--- config.mk ---
export PLATFORM = sky130hd
export DESIGN_NAME = piso_serial_tx
export DESIGN_NICKNAME = d
export VERILOG_FILES = /design/src/rtl/piso_serial_tx.sv
export SDC_FILE = /design/constraint.sdc
export NUM_CORES = 1
export LEC_CHECK = 0
export BUFFER_PORTS_ARGS = -buffer_cell sky130_fd_sc_hd__buf_4
export CORE_AREA = 2 2 39 41
export DETAILED_ROUTE_END_ITERATION = 8
export DIE_AREA = 0 0 41 43
export GPL_TIMING_DRIVEN = 0
export HOLD_SLACK_MARGIN = 0.03
export PLACE_DENSITY = 0.52
export SLEW_MARGIN = 20
export SYNTH_ARGS = -nofsm -noshare
export SYNTH_HDL_FRONTEND = slang
export SYNTH_SLANG_ARGS = --single-unit
--- constraint.sdc ---
create_clock -name clk -period 1.4 [get_ports clk]
set_clock_uncertainty 0.15 [all_clocks]
set_input_delay 0.28 -clock clk [delete_from_list [all_inputs] [get_ports clk]]
set_output_delay 0.28 -clock clk [all_outputs]
set_load 0.005 [all_outputs]
--- src/rtl/piso_serial_tx.sv ---
// Parallel-in serial-out transmitter: WIDTH-bit word in over valid/ready, MSB-first serial out.
// Define PISO_TX_PARITY_EN to append one even-parity bit to every frame.
module piso_serial_tx #(
  parameter int WIDTH = 4
) (
  input  logic             clk,
  input  logic             rst_n,
  input  logic [WIDTH-1:0] din,
  input  logic             din_valid,
  output logic             din_ready,
  output logic             o,
  output logic             o_valid,
  output logic             o_last,
  output logic             busy
);

  localparam int CW = $clog2(WIDTH);
  localparam logic [CW-1:0] CNT_LOAD = CW'(WIDTH - 1);

  localparam logic [1:0] IDLE  = 2'd0;
  localparam logic [1:0] SHIFT = 2'd1;
`ifdef PISO_TX_PARITY_EN
  localparam logic [1:0] PARITY = 2'd2;
`endif

  logic [1:0]       state_r;
  logic [WIDTH-1:0] shift_reg_r;
  logic [CW-1:0]    cnt_r;
  logic             final_bit_s;
  logic             accept_s;

`ifdef PISO_TX_PARITY_EN
  logic par_r;

  function automatic logic even_parity(input logic [WIDTH-1:0] w);
    return ^w;
  endfunction
`endif

  // Final-bit detection, ready decode and handshake
  always_comb begin
    final_bit_s = 1'b0;
`ifdef PISO_TX_PARITY_EN
    if (state_r == PARITY) begin
      final_bit_s = 1'b1;
    end else begin
      final_bit_s = 1'b0;
    end
`else
    if ((state_r == SHIFT) && (cnt_r == '0)) begin
      final_bit_s = 1'b1;
    end else begin
      final_bit_s = 1'b0;
    end
`endif
    din_ready = (state_r == IDLE) | final_bit_s;
    accept_s  = din_valid & din_ready;
  end

  // State, shift register and bit counter
  always_ff @(posedge clk or negedge rst_n) begin
    if (!rst_n) begin
      state_r     <= IDLE;
      shift_reg_r <= '0;
      cnt_r       <= '0;
`ifdef PISO_TX_PARITY_EN
      par_r       <= 1'b0;
`endif
    end else if (accept_s) begin
      state_r     <= SHIFT;
      shift_reg_r <= din;
      cnt_r       <= CNT_LOAD;
`ifdef PISO_TX_PARITY_EN
      par_r       <= even_parity(din);
`endif
    end else begin
      case (state_r)
        SHIFT: begin
          shift_reg_r <= {shift_reg_r[WIDTH-2:0], 1'b0};
          if (cnt_r == '0) begin
`ifdef PISO_TX_PARITY_EN
            state_r <= PARITY;
`else
            state_r <= IDLE;
`endif
          end else begin
            cnt_r <= cnt_r - CW'(1);
          end
        end
`ifdef PISO_TX_PARITY_EN
        PARITY:  state_r <= IDLE;
`endif
        IDLE:    state_r <= IDLE;
        default: state_r <= IDLE;
      endcase
    end
  end

  // Serial outputs decoded from registered state only
  always_comb begin
    o       = 1'b0;
    o_valid = 1'b0;
    o_last  = 1'b0;
    busy    = (state_r != IDLE);
    case (state_r)
      SHIFT: begin
        o       = shift_reg_r[WIDTH-1];
        o_valid = 1'b1;
`ifdef PISO_TX_PARITY_EN
        o_last  = 1'b0;
`else
        o_last  = (cnt_r == '0);
`endif
      end
`ifdef PISO_TX_PARITY_EN
      PARITY: begin
        o       = par_r;
        o_valid = 1'b1;
        o_last  = 1'b1;
      end
`endif
      default: begin
        o       = 1'b0;
        o_valid = 1'b0;
        o_last  = 1'b0;
      end
    endcase
  end

endmodule
-- Yosys cells after proc, flatten, opt, wreduce, memory -nomap -nowiden
Index checks and enable logic that the tools add are counted.
- register bits: 8
- eq/ne operators: 3
- reductions and logical operators: 6
- mux-type cells: 12
- $add $sub $neg: 1
- bitwise logic cells: 2
- operators with widths (kind ; count):
    $mux W2 ; 6
    $mux W4 ; 2
    $logic_not A2 Y1 ; 2
    $mux W1 ; 4
    $reduce_bool A2 Y1 ; 2
    $ne A3 B2 Y1 const B ; 1
    $eq A2 B1 Y1 const B ; 1
    $ne A2 B2 Y1 const B ; 1
    $reduce_and A2 Y1 ; 1
    $sub A2 B1 Y2 const B ; 1
    $and A1 B1 Y1 ; 1
    $logic_and A1 B1 Y1 ; 1
    $or A1 B1 Y1 ; 1

-- Depth between registers and ports, before layout
Gate-level depths: netlist (run 1).
- depth after elaboration: 7
- depth in mapped cells: 6
- mapped depth without buffers: 5

-- Worst setup path after synthesis (run 1)
OpenSTA, ideal clock, no wires.
- path kind: reg2reg
- start point: reg cnt_r[0]
- end point: reg cnt_r[0]
- arrival time: 1.099 ns
- required time: 1.125 ns
- path slack: 0.026 ns
- stages on the path, launching flop included: 6
- path through: dfrtp_1 inv_1 ha_1 nand2b_2 buf_6 mux2_2
- cells in the longest elaborated chain, start to end: 7
- elaborated cells on any way between the ends: 12
- those cells by class: 1 x add/sub; 1 x eq/ne; 4 x mux; 2 x bitwise; 4 x reduce/logical
- ends and longest elaborated chain (element ; line ; text):
    start: declaration ; 28 ; logic [CW-1:0] cnt_r;
    start signal: assignment ; 87 ; cnt_r <= cnt_r - CW'(1);
    $logic_not A2 Y1 (*) ; 50 ; if ((state_r == SHIFT) && (cnt_r == '0)) begin
    $logic_and A1 B1 Y1 (*) ; 50 ;
    $mux W1 (*) ; 50 ;
    $or A1 B1 Y1 (*) ; 56 ; din_ready = (state_r == IDLE) | final_bit_s;
    net din_ready ; 10 ; output logic din_ready,
    $and A1 B1 Y1 (*) ; 57 ; accept_s = din_valid & din_ready;
    $ne A2 B2 Y1 (no line) or $reduce_bool A2 Y1 (tied branches) ; - ;
    $reduce_and A2 Y1 (no line) ; - ;
Mark *: on every way through the listed nets, which the timed path passes. The rest lies on a longest branch. The select of a mux whose other input is x is not followed.
A chain may end at the register's enable or synchronous reset.

-- Worst setup path after layout (run 1)
- start point: reg cnt_r[1]
- end point: out din_ready
- cells in the longest elaborated chain, start to end: 4
- ends and longest elaborated chain (element ; line):
    $logic_not A2 Y1 ; 50
    $logic_and A1 B1 Y1 ; 50
    $mux W1 ; 50
    $or A1 B1 Y1 ; 56
    end: declaration ; 10
No other way between the ends.

==> results of run 1 <==
==> worst max-delay path: stages (launching register included) <==
cell      delay [ns]
dfrtp_1         0.35
inv_2           0.05
ha_4            0.15
nand2b_4        0.13
buf_6           0.11
buf_6           0.10
==> cells by family after synthesis <==
family	count (synthesis)
simple gates	6
buf+inv	8
flops	7
compound gates	9
mux	4
fa+ha+maj	1
==> repair_timing <==
action / 4_1_cts / 5_1_grt
gates cloned: 0 / 0
buffers inserted: 3 / 0
resized for setup: 9 / 1
endpoints found under the hold margin: 7 / 0
pin swaps: 1 / 1
hold buffers: 1 / 0
setup endpoints to repair: 5 / 10
==> how the worst min path moves through the flow <==
stage                                end  slack, ns  depth (start not counted)
final                     shift_reg_r[0]       0.13                          3
after floorplan                 cnt_r[0]      -0.17                          0
after CTS                 shift_reg_r[0]       0.12                          3
after detailed placement      state_r[0]      -0.05                          1
after global placement        state_r[0]      -0.05                          1
after global routing      shift_reg_r[0]       0.13                          3
==> metal layers <==
| metal | up-vias | track usage, % |
|---|---|---|
| li1 | 157 | - |
| met1 | 138 | 12.1 |
| met2 | 11 | 17.2 |
| met3 | 2 | 4.71 |
| met4 | 0 | 10.0 |
| met5 | - | 0 |
==> report_power, final <==
part           switching, mW  total [mW]  leakage, nW  internal, mW
Clock                 0.0712       0.180       0.0150         0.109
Sequential            0.0669       0.361       0.0842         0.294
Combinational          0.273       0.688        0.175         0.415
Total                  0.411        1.23        0.274         0.818
==> cell type report <==
cell class / instances / area, sq um / area share (%)
well taps: 16 / 20.0 / 3.56
repair buffers: 14 / 111 / 19.8
flip-flops and latches: 7 / 176 / 31.4
clock buffers: 4 / 26.3 / 4.68
multi-input cells: 20 / 185 / 33.0
plain buffers: 3 / 23.8 / 4.23
inverters: 5 / 18.8 / 3.34
==> flip-flops by register name, indices dropped and copies added, names as in the netlist <==
signal	count
cnt_r	2
state_r	1
shift_reg_r	4
==> Yosys cell counts <==
master,n
nand2b_1,2
buf_4,1
o21ai_1,2
buf_2,1
mux2_1,3
a31oi_1,3
dfrtp_1,7
nand2b_2,1
mux2_2,1
ha_1,1
inv_1,5
o21ai_0,1
buf_6,1
o22ai_1,3
and2_1,2
nand3_1,1
==> results.txt, run 1 <==
Routability Congestion - 0.666
DR DRC count - 0
Root Driver - clkbuf_4
Pre-CTS setup slack - -0.0613 ns
WL met2 - 387 um
XOR/XNOR share of the synthesized area - 0%
Clock Pin Slew Worst Setup and Hold Paths - 0.05 ns
Post-synthesis net count - 43
Post-synth top area share - 47.8%
Register area share after synthesis - 47.8%
Outcome - finished with violations
Area Overhead vs Synth - 53.2%
Least-Margin Pin Slew - 0.192 ns
Largest net degree at the start of global routing - 11
Overall Power - 1.23 mW
Post-synthesis compound-gate area fraction - 14.3%
Cell taking the most area after synthesis - dfrtp_1
Layout cells sized above 1 - 52.8%
H-tree Lvls - 1
Worst setup startpoint - cnt_r[1]
Commonest cells after routing, fill and taps aside - buf_4 (13), dfrtp_1 (6), inv_1 (3), mux2_1 (3), clkbuf_4 (3)
Fill cells - 153
Detail Route Antenna Nets - 0
Post-Synth Adder-Cell Area - 3.41%
Final Max Tran Viols - 0
CTS Buf Count - 3
Failing checks - negative setup slack
Largest family of logic cells by synthesized area - compound AO/OA/AOI/OAI gates
Placed cell area - 462 sq um
Synth cell types - 16
Met1 WL - 317 um
Top layer in use - met4
Die width - 41 um
CP startpoint kind - flip-flop
Core Rows - 14
DR vias/cell - 4.46
R2R setup slack - -0.07 ns
Routed WL - 757 um
CP endpoint kind - primary output
Initial drt markers - 5
Worst EP required - 0.97 ns
End of the critical path - din_ready
Clk sinks - 7
Leakage - 0.274 nW
Core Area - 0.00138 sq mm
Simple-gate portion of the synthesized area - 10.6%
Final design utilization - 40.6%
RSZ-0062 raised after global routing - yes
WP data arrival - 1.14 ns
Routed len/inst - 11.0 um
Fmax - 638 MHz
Synth Area per Inst - 10.5 sq um
Number of diodes - 0
Most common cell after layout, fill and taps aside - buf_4
Yosys Warn Count - 0
Initial antenna violation count - 0
DR vias - 308
Tcrit/Tclk final - 112%
Synthesized area - 367 sq um
Max Root-Sink Buffers - 2
Gr usage total - 11.7%
Cell area after layout - 562 sq um
Worst hold path type - primary input to flip-flop
TritonCTS clock tree - done
Final min period - 1.57 ns
Metal3 WL - 36 um
# nets final - 62
Post-detail-place hpwl - 485 um
Pre-antenna DRT Iters - 3
Worst Reg-to-Reg Cells - 6
GRT overflow - 0
Die area - 0.00176 sq mm
Crit Path Class - flip-flop to primary output
Vias in the first global route - 287
Worst-path maximum fanout - 2
Placed cells - 61
Flops & latches, synth - 7
Die Ht - 43 um
Post-synthesis mux area share - 12.3%
Worst-Skew Late Latency - 0.25 ns
Max-cap violation count - 0
Global-route wire length before repair - 1250 um
Setup TNS - -0.370 ns
PD cells - 2190 mW/mm^2
Setup ws final - -0.167 ns
Crit Reg-Reg Startpoint - cnt_r[1]
Setup-failing EPs final - 6
Cell count after synthesis - 35
Max VDD drop - 647 uV
Final hold vios - 0
Initial Utilization - 26.5%
Hold Crit Start - din[0]
Worst hold slack - 0.126 ns
RR Endpoint - cnt_r[0]
Worst slew margin - 87.2%
I/O pin count - 12
Most area-consuming cells after synthesis - dfrtp_1 (48%), mux2_1 (9.2%), a31oi_1 (5.1%)
Non-filler instance count after layout - 69
Port Buffers - 10
Power figures use the tool's default switching activity.
==> run 2: changes to the inputs <==
Settings changed: CELL_PAD_IN_SITES_DETAIL_PLACEMENT from default to 0, CELL_PAD_IN_SITES_GLOBAL_PLACEMENT from default to 1, CTS_BUF_LIST from default to sky130_fd_sc_hd__clkbuf_4 sky130_fd_sc_hd__clkbuf_8, PLACE_DENSITY 0.52 to 0.65.
==> run 2 against run 1 <==
  * The flow still finishes with violations (negative setup slack)
  * Worst setup slack got worse by 0.025 ns
  * Global-route usage increased by 0.72 points
  * Critical path depth unchanged
  * Sequential share of layout area decreased by 1.9 points
  * First-iteration DRC count decreased by 60%
  * Sequential power increased by 1%
  * Worst hold slack got worse by 0.0072 ns
  * Combinational power increased by 16%
  * Sequential cell count unchanged
  * Final area increased by 6.5%
  * Wire length increased by 17%
  * Count of clock-buffer cells in the layout unchanged
  * Largest cell class unchanged
  * Highest routed layer unchanged
==> results.txt, run 2 (same netlist as run 1, synthesis figures left out) <==
Outcome - finished with violations
Failing checks - negative setup slack
Crit Reg-Reg Startpoint - cnt_r[1]
Initial drt markers - 2 (-3)
Global-route wire length before repair - 1360 um (+8.9%)
Root Driver - clkbuf_4
Initial antenna violation count - 0 (unchanged)
Worst hold path type - primary input to flip-flop
Top reg by flops - shift_reg_r
Worst-path maximum fanout - 2 (unchanged)
WP data arrival - 1.16 ns (+0.02 ns)
Reg area - 176 sq um (unchanged)
Port Buffers - 10 (unchanged)
Hold Crit Start - din[0]
Worst Reg-to-Reg Cells - 6 (unchanged)
CP top delay family - flip-flops
RSZ-0062 raised after global routing - yes
Vias in the first global route - 290 (+1.0%)
Pre-CTS setup slack - -0.0668 ns (-0.00555 ns)
# nets final - 65 (+4.8%)
Routed WL - 889 um (+17%)
Setup-failing EPs final - 7 (+1)
Largest registers - shift_reg_r x4, cnt_r x2, state_r x1
CP startpoint kind - flip-flop
Final design utilization - 43.2% (+2.6 points)
Die Ht - 43 um (unchanged)
Most common cell after layout, fill and taps aside - buf_4
Max VDD drop - 959 uV (+48%)
Commonest cells after routing, fill and taps aside - buf_4 (16), dfrtp_1 (6), clkbuf_4 (4)
PD cells - 2280 mW/mm^2 (+4.2%)
Largest net degree at the start of global routing - 11 (unchanged)
Core Area - 0.00138 sq mm (unchanged)
Largest register FFs - 4 (unchanged)
Fmax - 628 MHz (-1.6%)
Tcrit/Tclk final - 114% (+1.8 points)
Clk sinks - 7 (unchanged)
RR Endpoint - cnt_r[0]
Final hold vios - 0 (unchanged)
Max Root-Sink Buffers - 2 (unchanged)
Setup ws final - -0.192 ns (-0.0250 ns)
Most used cell, CP - buf_6
Multi-input gate area - 195 sq um (+5.4%)
Number of diodes - 0 (unchanged)
R2R setup slack - -0.11 ns (-0.04 ns)
CTS Buf Count - 3 (unchanged)
Least-Margin Pin Slew - 0.229 ns (+0.0371 ns)
Post-detail-place hpwl - 501 um (+3.3%)
DR vias/cell - 4.40 (-1.4%)
Die width - 41 um (unchanged)
Area Overhead vs Synth - 63.1%
Final min period - 1.59 ns (+0.0250 ns)
GRT overflow - 0 (unchanged)
Gr usage total - 12.4% (+0.72 points)
Endpoint of the worst hold path - shift_reg_r[0]
Pre-antenna DRT Iters - 4 (+1)
Worst-Skew Late Latency - 0.25 ns (about the same)
Initial Utilization - 26.5% (unchanged)
Routed len/inst - 12.3 um (+13%)
Fill cells - 142 (-7.2%)
Worst slew margin - 84.7% (-2.5 points)
DR vias - 317 (+2.9%)
Layout cells sized above 1 - 60.7% (+7.9 points)
Detail Route Antenna Nets - 0 (unchanged)
Core Rows - 14 (unchanged)
Crit Path Class - flip-flop to primary output
H-tree Lvls - 1 (unchanged)
Final Max Tran Viols - 0 (unchanged)
Worst-path cell chain - inv_2, ha_4, nand2b_4, buf_6, buf_6
CP endpoint kind - primary output
Max-cap violation count - 0 (unchanged)
CP max-delay cell - dfrtp_1
Die area - 0.00176 sq mm (unchanged)
Clock Pin Slew Worst Setup and Hold Paths - 0.05 ns (about the same)
Leakage - 0.297 nW (+8.2%)
Routability Congestion - 0.667 (+0.12%)
Worst EP required - 0.97 ns (about the same)
TritonCTS clock tree - done
DR DRC count - 0 (unchanged)
WHS Path Cells - 3 (unchanged)
I/O pin count - 12 (unchanged)
Crit path buf inv count - 3 (unchanged)
Crit-path max cell delay - 0.35 ns (about the same)
run 2: cell types whose count changed in the layout (fill, tap and decap cells not counted), sizes merged:
cell / previous run / this run
buf: 16 / 19
run 2: cell type report:
class / count / area share, %
multi-input combinational: 20 / 32.6
sequential: 7 / 29.5
timing repair buffer: 17 / 22.4
clock buffer: 4 / 5.02
buffer: 3 / 3.97
tap: 16 / 3.35
inverter: 5 / 3.14
run 2: how the worst max path moves through the flow:
stage          depth (start not counted)      from   endpoint  slack [ns]
2_1_floorplan                          5  cnt_r[0]   cnt_r[0]        0.03
3_3_place_gp                           5  cnt_r[0]  din_ready       -0.05
3_5_place_dp                           5  cnt_r[0]  din_ready       -0.07
4_1_cts                                5  cnt_r[1]  din_ready       -0.18
5_1_grt                                5  cnt_r[1]  din_ready       -0.24
6_report                               5  cnt_r[1]  din_ready       -0.19
run 2: tightest hold or removal path, stage by stage:
cell and delay [ns]:
buf_4 0.08, nand3_1 0.06, o21ai_1 0.07
run 2: timing repair:
item,CTS,global route
gates resized for setup,9,4
hold buffers,1,0
endpoints found under the hold margin,7,0
setup endpoints to repair,5,10
buffers inserted,5,1
pin swaps,1,1
run 2: metal layers:
| metal | track usage (%) | wire (um) |
|---|---|---|
| met3 | 6.28 | 58 |
| met4 | 10.0 | 22 |
| met2 | 14.7 | 433 |
| met1 | 16.1 | 375 |
| met5 | 0 | 0 |
run 2: per-stage QoR:
step	power [mW]	instance area [sq um]	hold slack (ns)	instances	TNS [ns]
finish	1.36	598	0.119	72	-0.546
global route	1.46	598	0.126	72	-0.905
CTS	1.29	574	0.111	71	-0.468
detailed placement	0.865	462	-0.0496	61	-0.113
global placement	0.849	462	-0.0507	61	-0.0697
floorplan	0.678	367	-0.166	35	0
run 2: report_power, final:
group | internal [mW] | switching [mW]
Clock | 0.128 | 0.0739
Combinational | 0.479 | 0.316
Sequential | 0.295 | 0.0715
Total | 0.902 | 0.461
